## config.mk

```make
export PLATFORM = sky130hd
export DESIGN_NAME = instr_fetch_unit_flat
export DESIGN_NICKNAME = d
export VERILOG_FILES = /design/src/rtl/instr_fetch_unit_pkg.sv /design/src/rtl/instr_fetch_unit_if.sv /design/src/rtl/instr_fetch_unit_pc_reg.sv /design/src/rtl/instr_fetch_unit.sv /design/src/flat_wrapper.sv
export SDC_FILE = /design/constraint.sdc
export NUM_CORES = 1
export LEC_CHECK = 0
export BUFFER_PORTS_ARGS = -buffer_cell sky130_fd_sc_hd__clkbuf_2
export CORE_UTILIZATION = 44
export CTS_BUF_LIST = sky130_fd_sc_hd__clkbuf_16
export DETAILED_ROUTE_END_ITERATION = 12
export PLACE_DENSITY = 0.87
export REMOVE_ABC_BUFFERS = 1
export SLEW_MARGIN = 10
export SYNTH_ARGS = -nofsm -noshare
export SYNTH_HDL_FRONTEND = slang
export SYNTH_SLANG_ARGS = --single-unit
```

## constraint.sdc

```tcl
create_clock -name clk -period 3.7 [get_ports clk]
set_clock_uncertainty 0.2 [all_clocks]
set_input_delay 0.185 -clock clk [delete_from_list [all_inputs] [get_ports clk]]
set_output_delay 0.185 -clock clk [all_outputs]
set_load 0.03 [all_outputs]
```

## src/rtl/instr_fetch_unit_pkg.sv

```systemverilog
// Shared definitions for the instruction-fetch stage.
// Contents:
//   ILEN             - instruction width in bits
//   DEFAULT_RESET_PC - PC loaded on reset unless overridden
//   NOP              - canonical RISC-V NOP (addi x0, x0, 0)
//   state_t / ST_*   - 2-bit fetch FSM encoding
//   is_aligned()     - word-alignment test on the low address bits
package instr_fetch_unit_pkg;

  localparam int          ILEN             = 32;
  localparam logic [31:0] DEFAULT_RESET_PC = 32'h0000_0000;
  localparam logic [31:0] NOP              = 32'h0000_0013;

  typedef logic [1:0] state_t;

  localparam state_t ST_BOOT  = 2'd0;
  localparam state_t ST_FETCH = 2'd1;
  localparam state_t ST_EXEC  = 2'd2;
  localparam state_t ST_FAULT = 2'd3;

  // Instructions are 32-bit with no compressed extension.
  // A target is legal only when it is word aligned.
  function automatic logic is_aligned(input logic [1:0] low_bits);
    return (low_bits == 2'b00);
  endfunction

endpackage

```

## src/rtl/instr_fetch_unit_if.sv

```systemverilog
// Instruction-memory request/acknowledge bus.
// Signals:
//   imem_req   - fetch request, held until acknowledged
//   imem_addr  - word address being fetched
//   imem_ack   - response valid
//   imem_rdata - instruction word, meaningful only when imem_ack is 1
// Modports:
//   master - fetch unit side
//   slave  - memory side
interface instr_fetch_unit_if #(
  parameter int XLEN = 32
);

  logic            imem_req;
  logic [XLEN-1:0] imem_addr;
  logic            imem_ack;
  logic [XLEN-1:0] imem_rdata;

  modport master (
    output imem_req,
    output imem_addr,
    input  imem_ack,
    input  imem_rdata
  );

  modport slave (
    input  imem_req,
    input  imem_addr,
    output imem_ack,
    output imem_rdata
  );

endinterface

```

## src/rtl/instr_fetch_unit_pc_reg.sv

```systemverilog
// Program counter register.
// Ports:
//   clk     - clock, rising edge
//   rst_n   - synchronous active-low reset, loads RESET_PC
//   load    - capture next_pc on this edge
//   next_pc - next PC value, already selected by the caller
//   pc      - current PC
module instr_fetch_unit_pc_reg
  import instr_fetch_unit_pkg::*;
#(
  parameter int              XLEN     = 32,
  parameter logic [XLEN-1:0] RESET_PC = XLEN'(DEFAULT_RESET_PC)
) (
  input  logic            clk,
  input  logic            rst_n,
  input  logic            load,
  input  logic [XLEN-1:0] next_pc,
  output logic [XLEN-1:0] pc
);

  always_ff @(posedge clk) begin
    if (!rst_n) begin
      pc <= RESET_PC;
    end else if (load) begin
      pc <= next_pc;
    end
  end

endmodule

```

## src/rtl/instr_fetch_unit.sv

```systemverilog
// Instruction-fetch stage of the single-cycle RISC-V core.
// Owns the PC and fetches one instruction at a time over a req/ack bus.
// Each instruction is then presented to decode for one execute window.
// Ports:
//   clk, rst_n  - clock and synchronous active-low reset
//   PCSrc       - 1 selects PCTarget as next PC, 0 selects PC+4 (EXEC only)
//   PCTarget    - branch/jump target from the ALU path
//   Stall       - downstream not done, hold the current instruction
//   imem        - instruction memory bus (master side)
//   Instr       - registered instruction word
//   PC          - address of Instr
//   PCPlus4     - PC + 4, combinational
//   InstrValid  - Instr is live this cycle
//   Fault       - sticky misaligned-target fault
module instr_fetch_unit
  import instr_fetch_unit_pkg::*;
#(
  parameter int              XLEN     = 32,
  parameter logic [XLEN-1:0] RESET_PC = XLEN'(DEFAULT_RESET_PC)
) (
  input  logic                 clk,
  input  logic                 rst_n,
  input  logic                 PCSrc,
  input  logic [XLEN-1:0]      PCTarget,
  input  logic                 Stall,
  instr_fetch_unit_if.master   imem,
  output logic [XLEN-1:0]      Instr,
  output logic [XLEN-1:0]      PC,
  output logic [XLEN-1:0]      PCPlus4,
  output logic                 InstrValid,
  output logic                 Fault
);

  state_t          state;
  state_t          state_next;
  logic [XLEN-1:0] instr_q;
  logic [XLEN-1:0] next_pc;
  logic            pc_load;
  logic            target_misaligned;

  // Wraps modulo 2^XLEN, so 0xFFFF_FFFC + 4 is 0.
  assign PCPlus4           = PC + XLEN'(4);
  assign target_misaligned = !is_aligned(PCTarget[1:0]);

  // This mux sits at the end of the critical path Instr -> control -> ALU -> PC.
  assign next_pc = PCSrc ? PCTarget : PCPlus4;

  // A misaligned taken target parks the FSM in FAULT and leaves the PC at the
  // offending instruction, so it can be inspected after the fault is raised.
  always_comb begin
    state_next = state;
    pc_load    = 1'b0;
    case (state)
      ST_BOOT: begin
        state_next = ST_FETCH;
      end
      ST_FETCH: begin
        if (imem.imem_ack) begin
          state_next = ST_EXEC;
        end
      end
      ST_EXEC: begin
        if (!Stall) begin
          if (PCSrc && target_misaligned) begin
            state_next = ST_FAULT;
          end else begin
            state_next = ST_FETCH;
            pc_load    = 1'b1;
          end
        end
      end
      ST_FAULT: begin
        state_next = ST_FAULT;
      end
      default: begin
        state_next = ST_BOOT;
      end
    endcase
  end

  // BOOT gives one quiet cycle after reset so a response from a request that
  // was in flight when reset hit is not mistaken for the first fetch.
  always_ff @(posedge clk) begin
    if (!rst_n) begin
      state <= ST_BOOT;
    end else begin
      state <= state_next;
    end
  end

  // An ack is only meaningful while a request is outstanding.
  always_ff @(posedge clk) begin
    if (!rst_n) begin
      instr_q <= '0;
    end else if ((state == ST_FETCH) && imem.imem_ack) begin
      instr_q <= imem.imem_rdata;
    end
  end

  instr_fetch_unit_pc_reg #(
    .XLEN     (XLEN),
    .RESET_PC (RESET_PC)
  ) u_pc_reg (
    .clk     (clk),
    .rst_n   (rst_n),
    .load    (pc_load),
    .next_pc (next_pc),
    .pc      (PC)
  );

  assign imem.imem_req  = (state == ST_FETCH);
  assign imem.imem_addr = PC;
  assign Instr          = instr_q;
  assign InstrValid     = (state == ST_EXEC);
  assign Fault          = (state == ST_FAULT);

endmodule

```

## src/flat_wrapper.sv

```systemverilog
// flat-port wrapper written by rule: the top's interface ports become plain ports
module instr_fetch_unit_flat import instr_fetch_unit_pkg::*;
#(
  parameter int              XLEN     = 32,
  parameter logic [XLEN-1:0] RESET_PC = XLEN'(DEFAULT_RESET_PC)
)
  (clk, rst_n, PCSrc, PCTarget, Stall, Instr, PC, PCPlus4, InstrValid, Fault, imem_imem_req, imem_imem_addr, imem_imem_ack, imem_imem_rdata);
  instr_fetch_unit_if #(.XLEN(XLEN)) imem_i ();
  input  logic clk;
  input  logic rst_n;
  input  logic PCSrc;
  input  logic [XLEN-1:0] PCTarget;
  input  logic Stall;
  output logic [XLEN-1:0] Instr;
  output logic [XLEN-1:0] PC;
  output logic [XLEN-1:0] PCPlus4;
  output logic InstrValid;
  output logic Fault;
  output wire logic [$bits(imem_i.imem_req)-1:0] imem_imem_req;
  output wire logic [$bits(imem_i.imem_addr)-1:0] imem_imem_addr;
  input wire logic [$bits(imem_i.imem_ack)-1:0] imem_imem_ack;
  input wire logic [$bits(imem_i.imem_rdata)-1:0] imem_imem_rdata;
  assign imem_imem_req = imem_i.imem_req;
  assign imem_imem_addr = imem_i.imem_addr;
  assign imem_i.imem_ack = imem_imem_ack;
  assign imem_i.imem_rdata = imem_imem_rdata;
  instr_fetch_unit #(.XLEN(XLEN), .RESET_PC(RESET_PC)) u_core (.clk(clk), .rst_n(rst_n), .PCSrc(PCSrc), .PCTarget(PCTarget), .Stall(Stall), .imem(imem_i), .Instr(Instr), .PC(PC), .PCPlus4(PCPlus4), .InstrValid(InstrValid), .Fault(Fault));
endmodule
```

==> impl_metrics.ini <==
[run_status]
outcome = complete, but fails checks
failing_checks = negative hold slack

[clock_tree]
holdBufCountCts = 57
worst_case_clock_buffer_depth = 2
worst_skew_pair.late_latency_ns = 0.32
clkTransAtPathRegs_ns = 0.06
clock_sink_count = 66
clockRootBuffer = sky130_fd_sc_hd__clkbuf_16
post_cts.repair.setup_buffers = 0
tritoncts.num_buffers = 9
ctsResizeCount = 0
cts_htree_levels = 3
tritoncts = built

[global_route]
antenna_found_initial = 0
grt_overflow = 0
grt_first_pass_wirelength_mm = 19.2
vias_in_the_first_global_route = 3925
grt_usage_pct = 29.1
pin_count_of_the_biggest_net_entering_global_routing = 59

[sta]
final_hold_viol_count = 1
final_period_minus_worst_setup_slack_ns = 3.06
max_freq_mhz = 327
worstMarginPinSlew_ns = 1.26
slew_viol_final = 0
setup_repair_after_global_routing_missed_its_margin = no
slew-limit-headroom_pct = 16.2
final.setup.tns_ns = 0
setup_viol = 0
timing.final.crit_share_pct = 82.8
worst_path_setup_slack_after_routing_ns = 0.638
hold-worst-slack_ns = -0.000302

[logic_synthesis]
post_synth_num_cell_types = 47
ys_seq_elements = 66
synth_cells = 449
synthTopCellsByArea = sky130_fd_sc_hd__dfxtp_1 38%, sky130_fd_sc_hd__nand2_1 10%, sky130_fd_sc_hd__buf_4 7.3%
synth_largest_type_area_fraction_pct = 37.8
yosysSeqAreaShare_pct = 37.8
netlist.top_cell.by_area = sky130_fd_sc_hd__dfxtp_1
syn_avg_cell_area_sq_um = 7.79
postSynth.topFlopCell = sky130_fd_sc_hd__dfxtp_1
async_flop_share_pct = 0
synth-edff-count = 0
syn_area_sq_mm = 0.00350
synth.yosys.warnings = 0

[route]
wl_met2_mm = 6.34
drt_iter0_markers = 149
met3_wirelength_microns = 837
post_drt_wl_per_cell_microns = 16.4
detail_route.drc_violations = 0
met1_length_mm = 5.03
via_per_inst = 5.48
final_routed_wirelength_mm = 12.5
antenna_left = 0
drt_first_pass_iters = 4
routed.top_layer = met4
total_vias_in_the_final_route = 4172

[placement]
hpwlAfterDp_mm = 7.66
pre_cts_ws_ns = 1.04
gp_routability_congestion = 0.845
io_buf_count = 199

[finish]
insertedDiodeCount = 0
share_of_final_layout_standard_cells_stronger_than_drive_strength_1_pct = 34.2
nets = 725
final_core_util_pct = 66.9
flow.area_growth_from_synthesis_pct = 47.8

[die]
placement_rows = 32
core-area_sq_mm = 0.00773
chipHeight_microns = 91.2
io-pin-count = 200
die_footprint_sq_mm = 0.00831
die_w_microns = 91.2
initial_utilization_pct = 45.3

[critical_path]
setup.worst_path.class = reg2out
cp-end-kind = output pin
crit_path_max_fo = 9
cp-start-kind = flip-flop
worst_ep_arrival_ns = 2.68
worst-endpoint-required_ns = 3.31

[run]
max_cap_viol_count = 0

[power_and_ir_drop]
leakagePower_nw = 2.41
totalPowerFinal_mw = 1.93
ir_worst_vdd_mv = 0.229
pwr_density_cell_mw_per_mm2 = 374

[hold_path]
path_type_of_the_worst_min_delay_path = in2reg
[registers in the layout, indices dropped and copies added, names as in the netlist]
signal              cells
u_core.Instr           32
u_core.u_pc_reg.pc     32
u_core.state            2
[cells in the mapped netlist, types with 2 or more instances]
cell / instances
sky130_fd_sc_hd__nand2_1: 93
sky130_fd_sc_hd__dfxtp_1: 66
sky130_fd_sc_hd__a21oi_1: 40
sky130_fd_sc_hd__buf_4: 34
sky130_fd_sc_hd__clkbuf_1: 25
sky130_fd_sc_hd__nand3_1: 18
sky130_fd_sc_hd__xnor2_1: 18
sky130_fd_sc_hd__nor2_1: 16
sky130_fd_sc_hd__a22oi_1: 11
sky130_fd_sc_hd__and3_1: 11
sky130_fd_sc_hd__nor3_1: 10
sky130_fd_sc_hd__nand4_1: 9
sky130_fd_sc_hd__o21ai_0: 9
sky130_fd_sc_hd__xor2_1: 9
sky130_fd_sc_hd__a31oi_1: 8
sky130_fd_sc_hd__a221oi_1: 6
sky130_fd_sc_hd__a22o_1: 5
sky130_fd_sc_hd__inv_1: 5
sky130_fd_sc_hd__o2bb2ai_1: 5
sky130_fd_sc_hd__or3_1: 5
sky130_fd_sc_hd__and4_1: 4
sky130_fd_sc_hd__buf_2: 4
sky130_fd_sc_hd__nor4_1: 4
sky130_fd_sc_hd__o22ai_1: 3
sky130_fd_sc_hd__a211o_1: 2
sky130_fd_sc_hd__a211oi_1: 2
sky130_fd_sc_hd__a21o_1: 2
sky130_fd_sc_hd__and2_1: 2
sky130_fd_sc_hd__nand2b_1: 2
sky130_fd_sc_hd__nor3b_1: 2
sky130_fd_sc_hd__o221ai_1: 2
sky130_fd_sc_hd__or4_1: 2
[area by class of cell]
type	count	area [sq um]
clock buffers	9	225
clock inverters	7	85.1
fillers	610	2560
inverters	6	22.5
multi-input cells	312	1790
flip-flops and latches	66	1320
well taps	102	128
repair buffers	260	1600
[stage by stage]
stage          instance area [sq um]  std cells  hold WS [ns]
2_1_floorplan                   3120        384        0.0846
3_3_place_gp                    4290        689         0.203
3_5_place_dp                    4290        689         0.197
4_1_cts                         5170        762       0.00341
5_1_grt                         5170        762        0.0217
6_report                        5170        762     -0.000302
[cells by family after synthesis]
logic type                 after synthesis  synth area share [%]
and+or+nand+nor                        184                  25.3
AOI/OAI and AO/OA                      100                  18.3
buffers and inverters                   71                  11.4
DFF                                     66                  37.8
xor gates and xnor gates                27                  6.76
adders and majority gates                1                 0.358
[final timing paths]
check                        startpoint                     end  slack (ns)  depth (start not counted)
setup / recovery  u_core.u_pc_reg.pc[2]             PCPlus4[22]        0.64                          6
hold / removal             PCTarget[21]  u_core.u_pc_reg.pc[21]     -0.0003                          3
setup reg to reg  u_core.u_pc_reg.pc[2]  u_core.u_pc_reg.pc[24]        1.03                          6
hold reg to reg        u_core.Instr[28]        u_core.Instr[28]        0.26                          2
[worst max-delay path, cell delays in order (launching register included)]
cell                       delay (ns)
sky130_fd_sc_hd__dfxtp_1         0.47
sky130_fd_sc_hd__ha_1            0.29
sky130_fd_sc_hd__nand3_1         0.18
sky130_fd_sc_hd__nor2_1          0.63
sky130_fd_sc_hd__and4_1          0.35
sky130_fd_sc_hd__xor2_1          0.19
sky130_fd_sc_hd__clkbuf_2        0.23
[metal layers]
layer	vias up	global-route usage (%)
li1	1963	-
met1	1980	31.6
met4	0	12.7
met3	28	6.87
met5	-	0
met2	201	53.5
[placed cells by master, fill, tap and decap left out, types with 9 or more instances in the layout]
master                          count
sky130_fd_sc_hd__nand3_1           18
sky130_fd_sc_hd__nand4_1            9
sky130_fd_sc_hd__xor2_1             9
sky130_fd_sc_hd__clkbuf_2         199
sky130_fd_sc_hd__dlygate4sd3_1     57
sky130_fd_sc_hd__nand2_1           93
sky130_fd_sc_hd__o21ai_0            9
sky130_fd_sc_hd__and3_1            11
sky130_fd_sc_hd__a21oi_1           40
sky130_fd_sc_hd__nor2_1            14
sky130_fd_sc_hd__xnor2_1           18
sky130_fd_sc_hd__a22oi_1           11
sky130_fd_sc_hd__nor3_1             9
sky130_fd_sc_hd__dfxtp_1           66
sky130_fd_sc_hd__clkbuf_16          9
[where the power goes]
group,internal (mW),switching (mW),leakage [nW],total (mW)
clock,0.582,0.311,0.154,0.894
combinational,0.114,0.167,1.72,0.281
sequential,0.735,0.0234,0.536,0.759
Power figures use the tool's default switching activity.
